[src/rtl/uart_rx_if.sv]
// Signal bundle between the serial line, the 8N1 receiver and the word consumer.
// The slave modport is the receiver's view; master is the line/consumer side.
interface uart_rx_if;
    logic        rx;
    logic [31:0] sensor_data;
    logic        data_valid;
    logic        frame_error;
    logic [1:0]  byte_count;

    modport master (
        output rx,
        input  sensor_data,
        input  data_valid,
        input  frame_error,
        input  byte_count
    );

    modport slave (
        input  rx,
        output sensor_data,
        output data_valid,
        output frame_error,
        output byte_count
    );
endinterface

[src/rtl/uart_rx.sv]
// 8N1 UART receiver that packs four consecutive bytes (first byte in [7:0]) into a
// 32-bit word, with stop-bit framing check and an inter-byte timeout.
module uart_rx #(
    parameter int unsigned BAUD_RATE    = 9600,
    parameter int unsigned CLOCK_FREQ   = 100_000_000,
    parameter int unsigned TIMEOUT_BITS = 20
) (
    input logic      clk,
    input logic      reset_n,
    uart_rx_if.slave bus
);

    localparam int unsigned ClksPerBit  = CLOCK_FREQ / BAUD_RATE;
    localparam int unsigned CntW        = $clog2(ClksPerBit);
    localparam int unsigned TimeoutClks = TIMEOUT_BITS * ClksPerBit;
    localparam int unsigned ToW         = $clog2(TimeoutClks + 1);

    localparam logic [CntW-1:0] HalfLast = CntW'(ClksPerBit / 2 - 1);
    localparam logic [CntW-1:0] BitLast  = CntW'(ClksPerBit - 1);
    localparam logic [ToW-1:0]  ToLast   = ToW'(TimeoutClks - 1);

    typedef enum logic [2:0] {
        StIdle,
        StStart,
        StData,
        StStop,
        StWaitIdle
    } state_e;

    state_e            state_q, state_d;
    logic [1:0]        sync_q;
    logic [CntW-1:0]   cnt_q, cnt_d;
    logic [2:0]        bit_idx_q, bit_idx_d;
    logic [7:0]        shift_q, shift_d;
    logic [31:0]       asm_q, asm_d;
    logic [31:0]       word_q, word_d;
    logic              valid_q, valid_d;
    logic              ferr_q, ferr_d;
    logic [1:0]        bcnt_q, bcnt_d;
    logic [ToW-1:0]    to_q, to_d;
    logic              rx_s;

    assign rx_s = sync_q[1];

    always_comb begin
        state_d   = state_q;
        cnt_d     = cnt_q + 1'b1;
        bit_idx_d = bit_idx_q;
        shift_d   = shift_q;
        asm_d     = asm_q;
        word_d    = word_q;
        valid_d   = 1'b0;
        ferr_d    = 1'b0;
        bcnt_d    = bcnt_q;
        to_d      = '0;

        unique case (state_q)
            StIdle: begin
                cnt_d = '0;
                if (!rx_s) begin
                    state_d = StStart;
                end else if (bcnt_q != 2'd0) begin
                    // Partial word is dropped after too long a gap between bytes.
                    if (to_q == ToLast) begin
                        bcnt_d = 2'd0;
                    end else begin
                        to_d = to_q + 1'b1;
                    end
                end
            end
            StStart: begin
                if (cnt_q == HalfLast) begin
                    cnt_d = '0;
                    if (rx_s) begin
                        state_d = StIdle;
                    end else begin
                        state_d   = StData;
                        bit_idx_d = 3'd0;
                    end
                end
            end
            StData: begin
                if (cnt_q == BitLast) begin
                    cnt_d              = '0;
                    shift_d[bit_idx_q] = rx_s;
                    if (bit_idx_q == 3'd7) begin
                        state_d = StStop;
                    end else begin
                        bit_idx_d = bit_idx_q + 1'b1;
                    end
                end
            end
            StStop: begin
                if (cnt_q == BitLast) begin
                    cnt_d = '0;
                    if (rx_s) begin
                        state_d                     = StIdle;
                        asm_d[{bcnt_q, 3'b000} +: 8] = shift_q;
                        if (bcnt_q == 2'd3) begin
                            word_d  = {shift_q, asm_q[23:0]};
                            valid_d = 1'b1;
                            bcnt_d  = 2'd0;
                        end else begin
                            bcnt_d = bcnt_q + 1'b1;
                        end
                    end else begin
                        state_d = StWaitIdle;
                        ferr_d  = 1'b1;
                        bcnt_d  = 2'd0;
                    end
                end
            end
            StWaitIdle: begin
                // A held-low line (break) must not be re-read as start bits.
                cnt_d = '0;
                if (rx_s) begin
                    state_d = StIdle;
                end
            end
            default: begin
                state_d = StIdle;
                cnt_d   = '0;
            end
        endcase
    end

    always_ff @(posedge clk or negedge reset_n) begin
        if (!reset_n) begin
            state_q   <= StIdle;
            sync_q    <= 2'b11;
            cnt_q     <= '0;
            bit_idx_q <= 3'd0;
            shift_q   <= 8'd0;
            asm_q     <= 32'd0;
            word_q    <= 32'd0;
            valid_q   <= 1'b0;
            ferr_q    <= 1'b0;
            bcnt_q    <= 2'd0;
            to_q      <= '0;
        end else begin
            state_q   <= state_d;
            sync_q    <= {sync_q[0], bus.rx};
            cnt_q     <= cnt_d;
            bit_idx_q <= bit_idx_d;
            shift_q   <= shift_d;
            asm_q     <= asm_d;
            word_q    <= word_d;
            valid_q   <= valid_d;
            ferr_q    <= ferr_d;
            bcnt_q    <= bcnt_d;
            to_q      <= to_d;
        end
    end

    assign bus.sensor_data = word_q;
    assign bus.data_valid  = valid_q;
    assign bus.frame_error = ferr_q;
    assign bus.byte_count  = bcnt_q;

endmodule

[src/flat_wrapper.sv]
// flat-port wrapper written by rule: the top's interface ports become plain ports
module uart_rx_flat 
#(
    parameter int unsigned BAUD_RATE    = 9600,
    parameter int unsigned CLOCK_FREQ   = 100_000_000,
    parameter int unsigned TIMEOUT_BITS = 20
)
  (clk, reset_n, bus_rx, bus_sensor_data, bus_data_valid, bus_frame_error, bus_byte_count);
  uart_rx_if bus_i ();
  input logic clk;
  input logic reset_n;
  input wire logic [$bits(bus_i.rx)-1:0] bus_rx;
  output wire logic [$bits(bus_i.sensor_data)-1:0] bus_sensor_data;
  output wire logic [$bits(bus_i.data_valid)-1:0] bus_data_valid;
  output wire logic [$bits(bus_i.frame_error)-1:0] bus_frame_error;
  output wire logic [$bits(bus_i.byte_count)-1:0] bus_byte_count;
  assign bus_i.rx = bus_rx;
  assign bus_sensor_data = bus_i.sensor_data;
  assign bus_data_valid = bus_i.data_valid;
  assign bus_frame_error = bus_i.frame_error;
  assign bus_byte_count = bus_i.byte_count;
  uart_rx #(.BAUD_RATE(BAUD_RATE), .CLOCK_FREQ(CLOCK_FREQ), .TIMEOUT_BITS(TIMEOUT_BITS)) u_core (.clk(clk), .reset_n(reset_n), .bus(bus_i));
endmodule
[config.mk]
export PLATFORM = sky130hd
export DESIGN_NAME = uart_rx_flat
export DESIGN_NICKNAME = d
export VERILOG_FILES = /design/src/rtl/uart_rx_if.sv /design/src/rtl/uart_rx.sv /design/src/flat_wrapper.sv
export SDC_FILE = /design/constraint.sdc
export NUM_CORES = 1
export LEC_CHECK = 0
export BUFFER_PORTS_ARGS = -buffer_cell sky130_fd_sc_hd__buf_2
export CORE_MARGIN = 5
export CORE_UTILIZATION = 50
export CTS_CLUSTER_SIZE = 14
export DETAILED_ROUTE_END_ITERATION = 7
export PLACE_DENSITY_LB_ADDON = 0.25
export SYNTH_ARGS = -nofsm -noshare
export SYNTH_HDL_FRONTEND = slang
export SYNTH_SLANG_ARGS = --single-unit
[constraint.sdc]
create_clock -name clk -period 4.2 [get_ports clk]
set_input_delay 0.42 -clock clk [delete_from_list [all_inputs] [get_ports clk]]
set_output_delay 0.42 -clock clk [all_outputs]
set_load 0.01 [all_outputs]
# Yosys cells after proc, flatten, opt, wreduce, memory -nomap -nowiden

Cells that the tools add are included.

Add/subtract/negate cells: 5
Equal/unequal tests: 20
Muxes and demuxes: 39
Shift operators: 2
Reduce and logical (&&, ||, !) cells: 12
Magnitude comparators: 2

Operators by type and width:

| cell                     | number |
|---|---|
| $mux W18                 | 4 |
| $mux W3                  | 11 |
| $bwmux W32               | 1 |
| $shift A8 B7 Y32 const A | 1 |
| $shiftx A8 B7 Y32        | 1 |
| $mux W14                 | 2 |
| $pmux W14 S2             | 1 |
| $add A18 B1 Y18 const B  | 1 |
| $eq A18 B18 Y1 const B   | 1 |
| $ne A2 B1 Y1 const B     | 8 |
| $pmux W3 S5              | 1 |
| $add A14 B1 Y14 const B  | 1 |
| $eq A14 B13 Y1 const B   | 1 |
| $eq A14 B14 Y1 const B   | 1 |
| $mux W2                  | 7 |
| $reduce_and A5 Y1        | 2 |
| $bwmux W8                | 1 |
| $mux W1                  | 8 |
| $neg A5 Y7               | 1 |
| $eq A3 B2 Y1 const B     | 2 |
| $eq A3 B3 Y1 const B     | 2 |
| $ne A2 B2 Y1 const B     | 3 |
| $pmux W3 S2              | 1 |
| $reduce_and A6 Y1        | 1 |
| other kinds (15)         | 17 |

Input port bits: 3
Output and inout bits: 36
Word-level logic and storage cells: 91
Bits in registers: 116

# Logic depth before layout (Yosys ltp)

Gate-level depths: netlist (run 1).

Depth after elaboration: 5
Depth in mapped cells: 8
Depth with buffers taken out: 7

# Worst setup path after synthesis (run 1)

No wires, ideal clock.

Path kind: reg-to-reg
From: register u_core.cnt_q[4]
To: register u_core.shift_q[2]
Arrival: 2.398 ns
Clock period less this slack: 2.526 ns
Data required time: 4.072 ns
Buffers on the path: 0
Cell stages (with the launch flop): 6
Setup slack: 1.674 ns
Library setup time: 0.128 ns
Path through: dfrtp_1 or4b_4 or4_4 or3_4 nor3b_2 mux2_1

Longest elaborated chain between the ends: 2

RTL lines:

| element                            | RTL line       | RTL |
|---|---|---|
| start, declared                    | uart_rx.sv:32  | `logic [CntW-1:0] cnt_q, cnt_d;` |
| start signal, assigned             | uart_rx.sv:143 | `cnt_q <= cnt_d;` |
| $eq A14 B14 Y1                     | uart_rx.sv:83  | `if (cnt_q == BitLast) begin` |
| $reduce_and A2 Y1 (no source line) | n/a            |  |
| end signal, assigned               | uart_rx.sv:145 | `shift_q <= shift_d;` |
| end, declared                      | uart_rx.sv:34  | `logic [7:0] shift_q, shift_d;` |

Every way passes these cells.
A chain may end at the register's enable or synchronous reset.

# Final worst setup path (run 1)

Ends and elaborated chain as after synthesis.

==> flow_summary.yaml, run 1 <==
clocking:
  cts_max_level: 3
  cts_tree: "yes"
  cts-buffers-inserted: 9
  cts_resized: 0
  root_buffer: "clkbuf_8"
  clock_path_buffers: 2
  post_cts_buffers: 0
  clk_latency_ns: 0.38
  path_clk_slew_ns: 0.11
  holdBufCountCts: 1
  cts_num_sinks: 108
setup_path:
  rr_worst_depth: 5
  cp.required_ns: 4.46
  r2r_setup_slack_ns: 1.54
  cp-end-kind: "flip-flop"
  cp.arrival_ns: 2.92
  worstPathCellList: "or4b_4 -> or4_4 -> or3_4 -> nor3b_2 -> mux2_1"
  cp-start-kind: "flip-flop"
  crit_fanout: 7
  crit_type: "reg -> reg"
  cp_slowest_cell: "or4b_4"
  r2r_start: "u_core.cnt_q[4]"
  r2r-end: "u_core.shift_q[2]"
  max_stage_delay_ns: 0.60
timing:
  period_share_pct: 63.25
  fin_skew_ns: 0.01200
  period_needed_ns: 2.657
  finalSetupTns_ns: 0
  hold_violations: 0
  maxSlewViolCount: 0
  setup_viol: 0
  tightest_slew_ns: 0.9699
  rsz0062_at_grt: "false"
  fmax_ghz: 0.3764
  relSlewSlack_pct: 35.20
power:
  totalPowerFinal_mw: 1.760
  leakage_nw: 2.522
  pwr_density_cell_nw_per_um2: 330.7
  peakVddDrop_uv: 171.9
placement:
  dp.cells: 589
  place.gp.congestion: 0.8001
  place_hpwl_um: 5902
  port_buffers: 38
global_routing:
  grt_pass1_vias: 3099
  gr-usage-met3_pct: 3.659
  track_usage_pct: 15.79
  grtUsageMet2_pct: 25.44
  antenna_found_initial: 0
  grt-ovfl-total: 0
  grt_pass1_wl_um: 14860
  top_usage_layer: "met2"
  met1_usage_pct: 21.51
  grt_max_degree: 52
finish:
  drive_gt1_share_pct: 22.43
  fillers: 788
  seqCellArea_um2: 2705
  stdcell_count: 606
  final_nets: 484
  post-route-util_pct: 57.60
  area_growth_pct: 11.92
  antenna_cells: 0
  multi_input_area_um2: 1966
die:
  ios: 39
  coreArea_um2: 9240
  fp.dieW_um: 107.5
  dieArea_um2: 11560
  row_count: 35
  fp.dieH_um: 107.5
  start_util_pct: 51.47
synth:
  ys_seq_area_share_pct: 56.88
  ys_types: 42
  yosysWarningCount: 0
  synth_area_per_cell_um2: 11.01
  ys_seq_elements: 108
  syn_inst: 432
  synth_area_um2: 4756
  synthesis.nets: 444
routing:
  wirelength_um: 8406
  ant_nets: 0
  drc_errors: 0
  viasPerCell: 5.234
  wl_per_cell_um: 13.87
  first_pass_iters: 5
  dr.first_iter.drc_count: 98
  via_count: 3172
min_path:
  min_to: "u_core.sync_q[0]"
  hp-class: "in -> reg"
  hp-start: "bus_rx"
  hold_depth: 1
outcome:
  outcome: "completed"
flow_run:
  cap_violations: 0
[power breakdown]
part | leakage, nW | internal (mW) | switching [mW]
Combinational | 0.920 | 0.00360 | 0.0201
Clock | 0.115 | 0.299 | 0.394
Sequential | 1.49 | 1.04 | 0.00214
[routing by layer]
layer  wire [µm]  up-vias
met1        3902     1563
met2        4103       49
li1            -     1554
met5           0        -
met4          51        0
met3         349        6
[cells by family (layout without fill, tap and decap cells)]
logic type,count (synthesis),after routing,synth area share (%)
AOI/OAI and AO/OA,35,35,4.052
muxes,44,44,10.37
adders and majority gates,9,9,2.368
buffers and inverters,21,66,1.789
and+or+nand+nor,187,187,19.39
DFF,108,108,56.88
xor gates and xnor gates,28,28,5.156
[critical path: cells and delay by family (launching register included)]
kind,cells,cell delay [ns]
simple gates,4,1.73
flops,1,0.48
mux,1,0.34
[cells in the mapped netlist, drive strengths merged]
cell	n	area share (%)
and3	9	1.2
nor2	49	3.9
mux2	42	9.9
or4	1	0.24
o22ai	1	0.13
o211ai	1	0.16
mux2i	2	0.42
nand4	3	0.39
nand3b	2	0.32
or3	2	0.37
nor3b	11	1.9
ha	9	2.4
o41ai	1	0.18
nand4b	1	0.18
nand2	64	5.1
or4b	2	0.50
and4	2	0.37
nor3	7	0.74
nand3	23	2.4
clkbuf	10	0.79
nor4	5	0.97
buf	4	0.45
inv	7	0.55
a21boi	1	0.16
o21ai	25	2.6
and2	1	0.13
nor4b	1	0.18
a21oi	4	0.42
xor2	11	2.0
dfstp	2	1.1
dfrtp	106	56
a22o	2	0.37
nand2b	2	0.26
xnor2	17	3.1
nor2b	2	0.26
[stage by stage]
step | hold WS [ns] | cell area, µm² | worst slack [ns]
finish | 0.1339 | 5323 | 1.543
global route | 0.1048 | 5323 | 1.471
CTS | 0.1141 | 5323 | 1.548
detailed placement | 0.3490 | 5081 | 1.575
global placement | 0.3465 | 5081 | 1.621
floorplan | 0.1244 | 4756 | 1.674
[sequential cells by signal, indices dropped and copies added, names as in the netlist, 2 cells and up]
register / cells
u_core.to_q: 18
u_core.shift_q: 8
u_core.bit_idx_q: 3
u_core.bus.byte_count: 2
u_core.state_q: 3
u_core.bus.sensor_data: 32
u_core.cnt_q: 14
u_core.asm_q: 24
u_core.sync_q: 2
[worst max path at each step]
| stage | startpoint | to | slack, ns | cells after the start |
|---|---|---|---|---|
| global route | u_core.cnt_q[4] | u_core.shift_q[0] | 1.47 | 5 |
| detailed placement | u_core.cnt_q[4] | u_core.shift_q[2] | 1.58 | 5 |
| CTS | u_core.cnt_q[4] | u_core.shift_q[2] | 1.55 | 5 |
| global placement | u_core.cnt_q[4] | u_core.shift_q[0] | 1.62 | 5 |
| finish | u_core.cnt_q[4] | u_core.shift_q[2] | 1.54 | 5 |
| floorplan | u_core.cnt_q[4] | u_core.shift_q[2] | 1.67 | 5 |
[cell usage in the layout, fill, tap and decap left out, types with 3 or more instances in the layout]
cell,Yosys,routed
nor2_1,49,49
nor3_1,7,7
nor4_1,4,4
nand2_1,64,64
clkbuf_8,0,9
mux2_2,41,41
clkinv_8,0,3
nand3_1,23,23
xnor2_1,17,17
xor2_1,11,11
a21oi_1,4,4
ha_1,9,9
nand4_1,3,3
buf_4,1,5
buf_2,2,37
dfrtp_1,106,106
o21ai_0,25,25
inv_1,7,7
and3_1,9,9
nor3b_1,9,9
[cell type report]
| cell class | instances | area share (%) |
|---|---|---|
| Tap cell | 129 | 3.032 |
| Sequential cell | 108 | 50.82 |
| Clock inverter | 7 | 2.022 |
| Inverter | 7 | 0.4937 |
| Clock buffer | 9 | 2.327 |
| Timing Repair Buffer | 43 | 4.372 |
| Multi-Input combinational cell | 303 | 36.93 |
(Power assumes the default switching activity.)
==> run 2: changes to the inputs <==
- clock period: 4.2 -> 2.6 ns (I/O delays scaled with it)
==> run 2 against run 1 <==
Compared with the run above: sequential power rose by 62%; design area rose by 1.7%; wire length increased by 5.0%; clock power increased by 37%; combinational power increased by 87%; via count up 0.79%; total power is 52% higher; final cell count increased by 2.5%; count of clock-buffer cells in the layout is the same; die area did not move; critical endpoint unchanged.
==> flow_summary.yaml, run 2 (synthesis gave the netlist of run 1 again) <==
outcome:
  outcome: "completed"
global_routing:
  grt-ovfl-total: 0
  antenna_found_initial: 0
  grt_max_degree: 48
  grt_pass1_vias: 3100
  track_usage_pct: 16.28
  met1_usage_pct: 22.18
  grt_pass1_wl_um: 15170
  gr-usage-met3_pct: 4.019
  top_usage_layer: "met2"
  grtUsageMet2_pct: 26.07
timing:
  hold_violations: 0
  period_needed_ns: 2.509
  tightest_slew_ns: 0.6529
  fin_skew_ns: 0.01401
  setup_viol: 0
  relSlewSlack_pct: 56.47
  fmax_ghz: 0.3985
  maxSlewViolCount: 0
  worst_slack_ns: 0.09060
  rsz0062_at_grt: "false"
  finalSetupTns_ns: 0
  period_share_pct: 96.52
clocking:
  cts_max_level: 3
  cts_tree: "yes"
  root_buffer: "clkbuf_8"
  post_cts_buffers: 0
  path_clk_slew_ns: 0.10
  clock_path_buffers: 2
  cts-buffers-inserted: 9
  cts_num_sinks: 108
  clk_latency_ns: 0.37
routing:
  wirelength_um: 8823
  drc_errors: 0
  wl_per_cell_um: 14.21
  dr.first_iter.drc_count: 145
  viasPerCell: 5.148
  first_pass_iters: 4
  ant_nets: 0
  via_count: 3197
finish:
  final_nets: 500
  stdcell_count: 621
  fillers: 806
  antenna_cells: 0
  drive_gt1_share_pct: 24.80
  layout_commonest_cell: "dfrtp_1"
  final_cell_mix: "dfrtp_1 (106), nand2_1 (64), nor2_1 (49)"
  largest_reg_flops: 32
  area_growth_pct: 13.79
die:
  fp.dieW_um: 107.5
  dieArea_um2: 11560
  fp.dieH_um: 107.5
  ios: 39
  start_util_pct: 51.47
  row_count: 35
  coreArea_um2: 9240
power:
  p_sw_mw: 0.6229
  power_frac_seq_pct: 62.9
  internal_power_mw: 2.055
  p_clk_share_pct: 35.4
  pwr_density_cell_nw_per_um2: 494.8
  swShare_pct: 23.26
  peakVddDrop_uv: 340.9
  p_comb_share_pct: 1.7
  leakage_nw: 2.577
placement:
  place_hpwl_um: 6172
  dp.cells: 604
  port_buffers: 38
  place_ws_ns: 0.1025
  place.gp.congestion: 0.8149
setup_path:
  cp.arrival_ns: 2.77
  crit_fanout: 5
  cp-end-kind: "flip-flop"
  cp-start-kind: "flip-flop"
  cp.required_ns: 2.86
  crit_type: "reg -> reg"
flow_run:
  cap_violations: 0
min_path:
  hp-class: "reg -> reg"
run 2: routing by layer:
metal  up-vias  routed length (µm)
met5         -                   0
met3        10                 311
met1      1559                4177
li1       1586                   -
met4         0                 100
met2        42                4233
run 2: path summary, 6_finish.rpt:
path                                   from                    endpoint  slack (ns)  cells after the start
min in group asynchronous           reset_n  u_core.bus.sensor_data[27]        0.43                      2
max reg2reg                 u_core.cnt_q[9]           u_core.shift_q[2]        0.09                      5
min                        u_core.sync_q[0]            u_core.sync_q[1]        0.36                      0
min reg2reg                u_core.sync_q[0]            u_core.sync_q[1]        0.36                      0
max in group asynchronous           reset_n              u_core.to_q[0]        1.46                      3
max                         u_core.cnt_q[9]           u_core.shift_q[2]        0.09                      5
run 2: stage by stage:
step	area (µm²)	hold slack [ns]	power, mW	utilization, %
finish	5411	0.3621	2.677	58.56
global route	5411	0.3722	2.780	58.56
CTS	5406	0.3636	2.719	58.51
detailed placement	5206	0.3150	1.763	56.34
global placement	5206	0.3055	1.762	56.34
floorplan	4756	-0.03559	1.720	-
run 2: area by class of cell:
type / instances / area, µm² / share of cell area [%]
Sequential cell: 108 / 2705 / 49.99
Timing Repair Buffer: 59 / 367.9 / 6.798
Clock inverter: 6 / 56.30 / 1.040
Clock buffer: 9 / 123.9 / 2.289
Multi-Input combinational cell: 303 / 1971 / 36.42
Inverter: 7 / 26.28 / 0.4855
Tap cell: 129 / 161.4 / 2.983
run 2: power by group through the flow:
stage | clock network [mW] | logic, mW | registers, mW
after global placement | 0 | 0.0441 | 1.72
after floorplan | 0 | 0.00398 | 1.72
after CTS | 0.987 | 0.0474 | 1.68
after global routing | 1.04 | 0.0535 | 1.69
final | 0.948 | 0.0444 | 1.68
after detailed placement | 0 | 0.0450 | 1.72
run 2: worst max-delay path, stage by stage (launching register included):
cell	delay (ns)
dfrtp_1	0.44
or4b_4	0.50
or4_4	0.51
or3_4	0.41
nor3b_2	0.20
mux2_1	0.34
run 2: timing repair:
| action | CTS | global route |
|---|---|---|
| endpoints found under the setup margin | 0 | 3 |
| hold endpoints to repair | 45 | 0 |
| hold buffers | 2 | 0 |
| resized for setup | 0 | 1 |
